## config.mk

```make
export PLATFORM = sky130hd
export DESIGN_NAME = tpu_tile_sequencer_flat
export DESIGN_NICKNAME = d
export VERILOG_FILES = /design/src/rtl/tpu_pkg.sv /design/src/rtl/tpu_tile_sequencer_if.sv /design/src/rtl/tpu_tile_addr_gen.sv /design/src/rtl/tpu_tile_sequencer.sv /design/src/flat_wrapper.sv
export SDC_FILE = /design/constraint.sdc
export NUM_CORES = 1
export LEC_CHECK = 0
export BUFFER_PORTS_ARGS = -buffer_cell sky130_fd_sc_hd__buf_2
export CAP_MARGIN = 10
export CORE_ASPECT_RATIO = 1.5
export CORE_MARGIN = 4
export CORE_UTILIZATION = 62
export DETAILED_ROUTE_END_ITERATION = 6
export GPL_TIMING_DRIVEN = 0
export PLACE_DENSITY = 0.95
export SLEW_MARGIN = 20
export SYNTH_ARGS = -nofsm -noshare
export SYNTH_HDL_FRONTEND = slang
export SYNTH_HIERARCHICAL = 1
export SYNTH_SLANG_ARGS = --single-unit
```

## constraint.sdc

```tcl
create_clock -name clk -period 11 [get_ports clk]
set_clock_uncertainty 0.15 [all_clocks]
set_input_delay 1.65 -clock clk [delete_from_list [all_inputs] [get_ports clk]]
set_output_delay 1.65 -clock clk [all_outputs]
set_load 0.005 [all_outputs]
```

## src/rtl/tpu_pkg.sv

```systemverilog
// Shared definitions for the TPU tile sequencer: the sequencer FSM state
// encoding and the default geometry used by the sequencer, its address
// generator and the core-facing interface.
package tpu_pkg;

  // BRAM word-address width.
  localparam int AWIDTH_DEF = 10;

  localparam int DIM_WIDTH_DEF   = 8;  // width of each tile-count field
  localparam int TILE_STRIDE_DEF = 4;  // BRAM words per tile (MAT_MUL_SIZE)

  typedef enum logic [2:0] {
    ST_IDLE,
    ST_ISSUE,
    ST_WAIT,
    ST_NEXT,
    ST_DONE
  } seq_state_e;

endpackage

```

## src/rtl/tpu_tile_sequencer_if.sv

```systemverilog
// Handshake/bus between the tile sequencer and the matmul core.
//   core_start      sequencer -> core  one-cycle launch of a tile op
//   core_done       core -> sequencer  tile op complete
//   core_addr_a/b/c sequencer -> core  BRAM tile addresses of the op
//   core_accumulate sequencer -> core  add into the existing partial sum
//   core_store      sequencer -> core  last k step, write the tile to C
// master = sequencer side, slave = core side.
interface tpu_tile_sequencer_if
  import tpu_pkg::*;
#(
  parameter int AWIDTH = AWIDTH_DEF
) ();

  logic              core_start;
  logic              core_done;
  logic [AWIDTH-1:0] core_addr_a;
  logic [AWIDTH-1:0] core_addr_b;
  logic [AWIDTH-1:0] core_addr_c;
  logic              core_accumulate;
  logic              core_store;

  modport master (
    output core_start,
    output core_addr_a,
    output core_addr_b,
    output core_addr_c,
    output core_accumulate,
    output core_store,
    input  core_done
  );

  modport slave (
    input  core_start,
    input  core_addr_a,
    input  core_addr_b,
    input  core_addr_c,
    input  core_accumulate,
    input  core_store,
    output core_done
  );

endinterface

```

## src/rtl/tpu_tile_addr_gen.sv

```systemverilog
// Tile address generator: m/n/k loop counters (m outer, n middle, k inner)
// and running BRAM pointers for A, B and C built from adders only.
//   clk, resetn          clock, synchronous active-low reset
//   init                 latch dims/bases and point at tile (0,0,0)
//   step                 advance to the next (m,n,k)
//   num_m/num_n/num_k    tile counts (sampled on init)
//   base_a/base_b/base_c BRAM bases (sampled on init)
//   addr_a/addr_b/addr_c registered tile addresses of the current op
//   accumulate, store    registered flags: k != 0, k == K-1
//   last_k               current k is the final inner step
//   last_tile            current (m,n) is the final output tile
module tpu_tile_addr_gen
  import tpu_pkg::*;
#(
  parameter int AWIDTH      = AWIDTH_DEF,
  parameter int DIM_WIDTH   = DIM_WIDTH_DEF,
  parameter int TILE_STRIDE = TILE_STRIDE_DEF
) (
  input  logic                 clk,
  input  logic                 resetn,
  input  logic                 init,
  input  logic                 step,
  input  logic [DIM_WIDTH-1:0] num_m,
  input  logic [DIM_WIDTH-1:0] num_n,
  input  logic [DIM_WIDTH-1:0] num_k,
  input  logic [AWIDTH-1:0]    base_a,
  input  logic [AWIDTH-1:0]    base_b,
  input  logic [AWIDTH-1:0]    base_c,
  output logic [AWIDTH-1:0]    addr_a,
  output logic [AWIDTH-1:0]    addr_b,
  output logic [AWIDTH-1:0]    addr_c,
  output logic                 accumulate,
  output logic                 store,
  output logic                 last_k,
  output logic                 last_tile
);

  localparam logic [AWIDTH-1:0]    STRIDE = AWIDTH'(TILE_STRIDE);
  localparam logic [DIM_WIDTH-1:0] ONE    = DIM_WIDTH'(1);

  logic [DIM_WIDTH-1:0] dim_m_q, dim_m_d, dim_n_q, dim_n_d, dim_k_q, dim_k_d;
  logic [DIM_WIDTH-1:0] m_q, m_d, n_q, n_d, k_q, k_d;
  logic [AWIDTH-1:0]    a_row_q, a_row_d, a_ptr_q, a_ptr_d;
  logic [AWIDTH-1:0]    b_ptr_q, b_ptr_d, b_base_q, b_base_d, c_ptr_q, c_ptr_d;
  logic                 acc_q, acc_d, store_q, store_d;
  logic                 last_n, last_m;

  assign last_k    = (k_q == dim_k_q - ONE);
  assign last_n    = (n_q == dim_n_q - ONE);
  assign last_m    = (m_q == dim_m_q - ONE);
  assign last_tile = last_n && last_m;

  always_comb begin
    dim_m_d  = dim_m_q;
    dim_n_d  = dim_n_q;
    dim_k_d  = dim_k_q;
    m_d      = m_q;
    n_d      = n_q;
    k_d      = k_q;
    a_row_d  = a_row_q;
    a_ptr_d  = a_ptr_q;
    b_ptr_d  = b_ptr_q;
    b_base_d = b_base_q;
    c_ptr_d  = c_ptr_q;
    acc_d    = acc_q;
    store_d  = store_q;
    if (init) begin
      dim_m_d  = num_m;
      dim_n_d  = num_n;
      dim_k_d  = num_k;
      m_d      = '0;
      n_d      = '0;
      k_d      = '0;
      a_row_d  = base_a;
      a_ptr_d  = base_a;
      b_ptr_d  = base_b;
      b_base_d = base_b;
      c_ptr_d  = base_c;
      acc_d    = 1'b0;
      store_d  = (num_k == ONE);
    end else if (step) begin
      if (!last_k) begin
        k_d     = k_q + ONE;
        a_ptr_d = a_ptr_q + STRIDE;
        b_ptr_d = b_ptr_q + STRIDE;
      end else if (!last_n) begin
        // Same A row again for the next column; B simply keeps walking.
        k_d     = '0;
        n_d     = n_q + ONE;
        a_ptr_d = a_row_q;
        b_ptr_d = b_ptr_q + STRIDE;
        c_ptr_d = c_ptr_q + STRIDE;
      end else begin
        // The next A row starts right after the last tile of this row,
        // so a_ptr + STRIDE is exactly row_base + K*STRIDE.
        k_d     = '0;
        n_d     = '0;
        m_d     = m_q + ONE;
        a_ptr_d = a_ptr_q + STRIDE;
        a_row_d = a_ptr_q + STRIDE;
        b_ptr_d = b_base_q;
        c_ptr_d = c_ptr_q + STRIDE;
      end
      acc_d   = (k_d != '0);
      store_d = (k_d == dim_k_q - ONE);
    end
  end

  always_ff @(posedge clk) begin
    if (!resetn) begin
      dim_m_q  <= '0;
      dim_n_q  <= '0;
      dim_k_q  <= '0;
      m_q      <= '0;
      n_q      <= '0;
      k_q      <= '0;
      a_row_q  <= '0;
      a_ptr_q  <= '0;
      b_ptr_q  <= '0;
      b_base_q <= '0;
      c_ptr_q  <= '0;
      acc_q    <= 1'b0;
      store_q  <= 1'b0;
    end else begin
      dim_m_q  <= dim_m_d;
      dim_n_q  <= dim_n_d;
      dim_k_q  <= dim_k_d;
      m_q      <= m_d;
      n_q      <= n_d;
      k_q      <= k_d;
      a_row_q  <= a_row_d;
      a_ptr_q  <= a_ptr_d;
      b_ptr_q  <= b_ptr_d;
      b_base_q <= b_base_d;
      c_ptr_q  <= c_ptr_d;
      acc_q    <= acc_d;
      store_q  <= store_d;
    end
  end

  assign addr_a     = a_ptr_q;
  assign addr_b     = b_ptr_q;
  assign addr_c     = c_ptr_q;
  assign accumulate = acc_q;
  assign store      = store_q;

endmodule

```

## src/rtl/tpu_tile_sequencer.sv

```systemverilog
// Tile sequencer: walks the matmul core over an M x N x K grid of tiles,
// issuing one core op per (m,n,k) and waiting for completion in between.
//   clk, resetn        clock, synchronous active-low reset
//   start              one-cycle run request (ignored while busy)
//   abort              level; stop once the in-flight tile completes
//   num_tiles_m/n/k    tile counts of the run
//   base_a/b/c         BRAM bases of A, B and C
//   core               master side of the core handshake/bus
//   busy               run in progress
//   done               run finished (sticky until the next valid start)
//   err_zero_dim       last start had a zero tile count
//   aborted            last run was stopped by abort
//   tiles_issued       core_start pulses in the current/last run
module tpu_tile_sequencer
  import tpu_pkg::*;
#(
  parameter int AWIDTH      = AWIDTH_DEF,
  parameter int DIM_WIDTH   = DIM_WIDTH_DEF,
  parameter int TILE_STRIDE = TILE_STRIDE_DEF
) (
  input  logic                 clk,
  input  logic                 resetn,
  input  logic                 start,
  input  logic                 abort,
  input  logic [DIM_WIDTH-1:0] num_tiles_m,
  input  logic [DIM_WIDTH-1:0] num_tiles_n,
  input  logic [DIM_WIDTH-1:0] num_tiles_k,
  input  logic [AWIDTH-1:0]    base_a,
  input  logic [AWIDTH-1:0]    base_b,
  input  logic [AWIDTH-1:0]    base_c,
  tpu_tile_sequencer_if.master core,
  output logic                 busy,
  output logic                 done,
  output logic                 err_zero_dim,
  output logic                 aborted,
  output logic [15:0]          tiles_issued
);

  seq_state_e        state_q, state_d;
  logic [15:0]       tiles_q, tiles_d;
  logic              err_q, err_d;
  logic              aborted_q, aborted_d;
  logic              ag_init, ag_step, ag_last_k, ag_last_tile;
  logic              zero_dim;
  logic [AWIDTH-1:0] ag_addr_a, ag_addr_b, ag_addr_c;
  logic              ag_acc, ag_store;

  assign zero_dim = (num_tiles_m == '0) || (num_tiles_n == '0) ||
                    (num_tiles_k == '0);

  tpu_tile_addr_gen #(
    .AWIDTH      (AWIDTH),
    .DIM_WIDTH   (DIM_WIDTH),
    .TILE_STRIDE (TILE_STRIDE)
  ) u_addr_gen (
    .clk        (clk),
    .resetn     (resetn),
    .init       (ag_init),
    .step       (ag_step),
    .num_m      (num_tiles_m),
    .num_n      (num_tiles_n),
    .num_k      (num_tiles_k),
    .base_a     (base_a),
    .base_b     (base_b),
    .base_c     (base_c),
    .addr_a     (ag_addr_a),
    .addr_b     (ag_addr_b),
    .addr_c     (ag_addr_c),
    .accumulate (ag_acc),
    .store      (ag_store),
    .last_k     (ag_last_k),
    .last_tile  (ag_last_tile)
  );

  always_comb begin
    state_d   = state_q;
    tiles_d   = tiles_q;
    err_d     = err_q;
    aborted_d = aborted_q;
    ag_init   = 1'b0;
    ag_step   = 1'b0;
    case (state_q)
      ST_IDLE, ST_DONE: begin
        if (start) begin
          if (zero_dim) begin
            state_d = ST_DONE;
            err_d   = 1'b1;
          end else begin
            ag_init   = 1'b1;
            tiles_d   = '0;
            err_d     = 1'b0;
            aborted_d = 1'b0;
            state_d   = ST_ISSUE;
          end
        end
      end
      ST_ISSUE: begin
        tiles_d = tiles_q + 16'd1;
        state_d = ST_WAIT;
      end
      ST_WAIT: begin
        if (core.core_done) state_d = ST_NEXT;
      end
      ST_NEXT: begin
        // Addresses only advance when another op follows, so the final
        // op's addresses remain visible after the run.
        if ((ag_last_k && ag_last_tile) || abort) begin
          state_d = ST_DONE;
          if (abort) aborted_d = 1'b1;
        end else begin
          ag_step = 1'b1;
          state_d = ST_ISSUE;
        end
      end
      default: state_d = ST_IDLE;
    endcase
  end

  always_ff @(posedge clk) begin
    if (!resetn) begin
      state_q   <= ST_IDLE;
      tiles_q   <= '0;
      err_q     <= 1'b0;
      aborted_q <= 1'b0;
    end else begin
      state_q   <= state_d;
      tiles_q   <= tiles_d;
      err_q     <= err_d;
      aborted_q <= aborted_d;
    end
  end

  assign core.core_start      = (state_q == ST_ISSUE);
  assign core.core_addr_a     = ag_addr_a;
  assign core.core_addr_b     = ag_addr_b;
  assign core.core_addr_c     = ag_addr_c;
  assign core.core_accumulate = ag_acc;
  assign core.core_store      = ag_store;

  assign busy         = (state_q == ST_ISSUE) || (state_q == ST_WAIT) ||
                        (state_q == ST_NEXT);
  assign done         = (state_q == ST_DONE);
  assign err_zero_dim = err_q;
  assign aborted      = aborted_q;
  assign tiles_issued = tiles_q;

endmodule

```

## src/flat_wrapper.sv

```systemverilog
// flat-port wrapper written by rule: the top's interface ports become plain ports
module tpu_tile_sequencer_flat import tpu_pkg::*;
#(
  parameter int AWIDTH      = AWIDTH_DEF,
  parameter int DIM_WIDTH   = DIM_WIDTH_DEF,
  parameter int TILE_STRIDE = TILE_STRIDE_DEF
)
  (clk, resetn, start, abort, num_tiles_m, num_tiles_n, num_tiles_k, base_a, base_b, base_c, busy, done, err_zero_dim, aborted, tiles_issued, core_core_start, core_core_addr_a, core_core_addr_b, core_core_addr_c, core_core_accumulate, core_core_store, core_core_done);
  tpu_tile_sequencer_if #(.AWIDTH(AWIDTH)) core_i ();
  input  logic clk;
  input  logic resetn;
  input  logic start;
  input  logic abort;
  input  logic [DIM_WIDTH-1:0] num_tiles_m;
  input  logic [DIM_WIDTH-1:0] num_tiles_n;
  input  logic [DIM_WIDTH-1:0] num_tiles_k;
  input  logic [AWIDTH-1:0] base_a;
  input  logic [AWIDTH-1:0] base_b;
  input  logic [AWIDTH-1:0] base_c;
  output logic busy;
  output logic done;
  output logic err_zero_dim;
  output logic aborted;
  output logic [15:0] tiles_issued;
  output wire logic [$bits(core_i.core_start)-1:0] core_core_start;
  output wire logic [$bits(core_i.core_addr_a)-1:0] core_core_addr_a;
  output wire logic [$bits(core_i.core_addr_b)-1:0] core_core_addr_b;
  output wire logic [$bits(core_i.core_addr_c)-1:0] core_core_addr_c;
  output wire logic [$bits(core_i.core_accumulate)-1:0] core_core_accumulate;
  output wire logic [$bits(core_i.core_store)-1:0] core_core_store;
  input wire logic [$bits(core_i.core_done)-1:0] core_core_done;
  assign core_core_start = core_i.core_start;
  assign core_core_addr_a = core_i.core_addr_a;
  assign core_core_addr_b = core_i.core_addr_b;
  assign core_core_addr_c = core_i.core_addr_c;
  assign core_core_accumulate = core_i.core_accumulate;
  assign core_core_store = core_i.core_store;
  assign core_i.core_done = core_core_done;
  tpu_tile_sequencer #(.AWIDTH(AWIDTH), .DIM_WIDTH(DIM_WIDTH), .TILE_STRIDE(TILE_STRIDE)) u_core (.clk(clk), .resetn(resetn), .start(start), .abort(abort), .num_tiles_m(num_tiles_m), .num_tiles_n(num_tiles_n), .num_tiles_k(num_tiles_k), .base_a(base_a), .base_b(base_b), .base_c(base_c), .core(core_i), .busy(busy), .done(done), .err_zero_dim(err_zero_dim), .aborted(aborted), .tiles_issued(tiles_issued));
endmodule
```

==> results.sh <==
export IMPL_layout_nets=1048
export IMPL_slowest_delay_ns=0.48
export IMPL_post_route_util=0.759
export IMPL_p_comb_frac=0.249
export IMPL_routedWlPerCell_microns=20.5
export IMPL_ys_seq_area_frac=0.344
export IMPL_hold_viol_final=0
export IMPL_hold_path_class="reg -> reg"
export IMPL_routed_wl_microns=23300
export IMPL_peakVddDrop_uv=142
export IMPL_cts_tree="done"
export IMPL_worst_ep_arrival_time_ns=5.24
export IMPL_rsz0062_at_grt="no"
export IMPL_clock_fmax_mhz=197
export IMPL_required_ns=11.16
export IMPL_area_growth_syn_to_layout_pct=19.0
export IMPL_grt_pass1_wl_microns=37200
export IMPL_finalSetupViolCount=0
export IMPL_core_sq_um=11100
export IMPL_postPlaceCellArea_sq_um=7780
export IMPL_fillers=733
export IMPL_p_leak_uw=0.00338
export IMPL_firstDrtPassIters=7
export IMPL_grt_ovfl_total=0
export IMPL_drt_iter0_markers=1177
export IMPL_die_w_microns=95.1
export IMPL_clk_pin_slew_ns=0.06
export IMPL_htree_levels=4
export IMPL_row_count=47
export IMPL_vias=7713
export IMPL_start_util=0.638
export IMPL_crit_path_cell_trace="inv_1 -> ha_1 -> clkbuf_1 -> nand2_1 -> o31a_1 -> a211oi_1 -> o311a_1 -> clkbuf_1 -> nand2_1 -> nor3_1 -> a21oi_1 -> and2_1 -> buf_2 -> clkbuf_1 -> clkbuf_1 -> nor2_1 -> nor2_1 -> a32o_1"
export IMPL_grt_max_degree=17
export IMPL_fin_area_sq_um=8390
export IMPL_ys_types=86
export IMPL_numPortBuffers=110
export IMPL_path_common_cell="clkbuf_1"
export IMPL_cts_buffers=17
export IMPL_cts_resized_gates=0
export IMPL_diodes=0
export IMPL_maxCapViolations=0
export IMPL_fin_total_pwr_uw=1460
export IMPL_drive_above_1_share=0.178
export IMPL_dpl_hpwl_microns=15500
export IMPL_die_area_sq_um=13200
export IMPL_grt_pass1_vias=7598
export IMPL_clk_insertion_delay_late_ns=0.42
export IMPL_power_density_nw_per_um2=174
export IMPL_cts_hold_buf=0
export IMPL_worst_slew_pin_slew_ns=1.08
export IMPL_period_needed_ns=5.08
export IMPL_synthFlopType="dfxtp_1"
export IMPL_gp_congestion=0.981
export IMPL_io_pins=112
export IMPL_synth_nets=919
export IMPL_internal_power_uw=990
export IMPL_maxSlewHeadroom=0.278
export IMPL_synth_top_area_share=0.344
export IMPL_synthTopCellsByArea="dfxtp_1 (34%), mux2i_1 (6.5%), xnor2_1 (5.2%)"
export IMPL_track_usage=0.356
export IMPL_pwr_share_seq=0.360
export IMPL_die_h_microns=139
export IMPL_synthArstFlopShare=0
export IMPL_syn_inst=850
export IMPL_p_switching_uw=469
export IMPL_worstPathMaxFanout=10
export IMPL_slew_violations=0
export IMPL_p_sw_frac=0.321
export IMPL_clkPwrFrac=0.391
export IMPL_synth_edff_count=0
export IMPL_synth_seq_cells=121
export IMPL_critical_path_class="reg -> reg"
export IMPL_clockBufferDepth=2
export IMPL_avgSynthCellArea_sq_um=8.29
export IMPL_clock_sinks=121
export IMPL_min_period_over_period=0.462
export IMPL_synth_area_leader_cell="dfxtp_1"
export IMPL_start_kind="flip-flop"
export IMPL_outcome="finished with violations"
export IMPL_crit_path_end_kind="flip-flop"
export IMPL_route_detailed_drc=25
export IMPL_ant_nets=0
export IMPL_antenna_found_initial=0
export IMPL_slowest_stage="clkbuf_1"
export IMPL_syn_area_sq_um=7050
export IMPL_vias_per_cell=6.77
export IMPL_cts_root_buffer="clkbuf_16"
export IMPL_yosysWarnings=6
export IMPL_setup_tns_ns=0
export IMPL_post_cts_setup_buffers=0
export IMPL_violations="design-rule violations"
-- sequential cells by signal, indices dropped and copies added, names as in the netlist, 10 cells and up --
signal and cells:
u_core/tiles_issued 16, u_core/u_addr_gen/a_row_q 10, u_core/u_addr_gen/addr_a 10, u_core/u_addr_gen/addr_b 10, u_core/u_addr_gen/addr_c 10, u_core/u_addr_gen/b_base_q 10
-- final timing paths --
path                            depth (start not counted)  slack, ns                    startpoint                     endpoint
worst min-delay path                                    2       0.33       u_core/tiles_issued[15]      u_core/tiles_issued[15]
worst max-delay path                                   18       5.92  u_core/u_addr_gen/dim_n_q[0]  u_core/u_addr_gen/addr_b[3]
worst max register to register                         18       5.92  u_core/u_addr_gen/dim_n_q[0]  u_core/u_addr_gen/addr_b[3]
worst min register to register                          2       0.33       u_core/tiles_issued[15]      u_core/tiles_issued[15]
-- routing by layer --
layer / up-vias / share of wire / track usage
met2: 663 / 0.47 / 0.577
li1: 3364 / - / -
met5: - / 0 / 0
met3: 213 / 0.11 / 0.101
met4: 0 / 0.085 / 0.264
met1: 3473 / 0.33 / 0.386
-- cell families (layout without fill, tap and decap cells) --
family / Yosys count / after routing / synth area share
flip-flops: 121 / 121 / 0.344
AND/OR/NAND/NOR: 340 / 340 / 0.257
AO/OA/AOI/OAI: 185 / 185 / 0.175
buffers and inverters: 82 / 224 / 0.0492
multiplexers: 46 / 46 / 0.0653
XOR/XNOR: 66 / 66 / 0.0917
adder cells (fa/ha/maj): 10 / 10 / 0.0177
-- metrics by stage --
stage / worst slack [ns] / hold WS, ns / std cells
global placement: 6.07 / 0.297 / 1107
detailed placement: 6.02 / 0.315 / 1107
global route: 5.79 / 0.347 / 1139
finish: 5.92 / 0.327 / 1139
CTS: 6.14 / 0.327 / 1139
floorplan: 6.99 / 0.292 / 850
-- cell type report --
type,count,area [sq um],area share
Multi-Input combinational cell,647,4280,0.510
Sequential cell,121,2420,0.289
Timing Repair Buffer,110,551,0.0656
Clock buffer,21,460,0.0549
Buffer,56,246,0.0294
Tap cell,147,184,0.0219
Clock inverter,11,146,0.0174
Inverter,26,100,0.0119
-- power groups by stage --
| stage | clock (uW) | combinational, uW | sequential [uW] |
|---|---|---|---|
| floorplan | 0 | 241 | 522 |
| global placement | 0 | 332 | 529 |
| detailed placement | 0 | 342 | 531 |
| CTS | 572 | 351 | 523 |
| global route | 594 | 387 | 530 |
| finish | 570 | 363 | 526 |
-- cells in the final DEF (no fill, tap or decap), drive strengths merged, types with 14 or more instances in the layout --
master | Yosys | layout
a21oi | 42 | 42
a31oi | 15 | 15
and3 | 19 | 19
buf | 14 | 124
clkbuf | 42 | 63
dfxtp | 121 | 121
inv | 26 | 26
mux2i | 46 | 46
nand2 | 64 | 64
nand3 | 54 | 54
nand4 | 17 | 17
nor2 | 93 | 93
nor3 | 16 | 16
nor4 | 14 | 14
o21ai | 45 | 45
or3 | 14 | 14
xnor2 | 42 | 42
xor2 | 19 | 19
-- cell usage after synthesis (4+ instances only) --
cell type / instances
inv_1: 23
nand4_1: 16
nor4_1: 12
nand2_1: 62
or4_1: 10
nand2b_1: 4
nor2b_1: 5
mux2i_1: 46
nor3_1: 13
a211oi_1: 7
o31ai_1: 5
o21ai_0: 40
a21oi_1: 42
dfxtp_1: 121
nor2_1: 92
xnor2_1: 42
o41ai_1: 8
xor2_1: 19
xnor3_1: 5
nand3_1: 53
o211ai_1: 6
and3_1: 19
a211o_1: 4
ha_1: 10
nor3b_1: 4
or3_1: 13
clkbuf_1: 42
o21a_1: 7
buf_2: 8
a31oi_1: 15
and2_1: 7
o21ai_1: 5
-- worst max-delay path: cells and delay by family (launching register included) --
family | cells | cell delay [ns]
simple gates | 6 | 1.13
flops | 1 | 0.38
fa+ha+maj | 1 | 0.14
buf+inv | 6 | 1.80
compound gates | 5 | 1.34
Note: power is estimated with default switching activity, not from simulation.
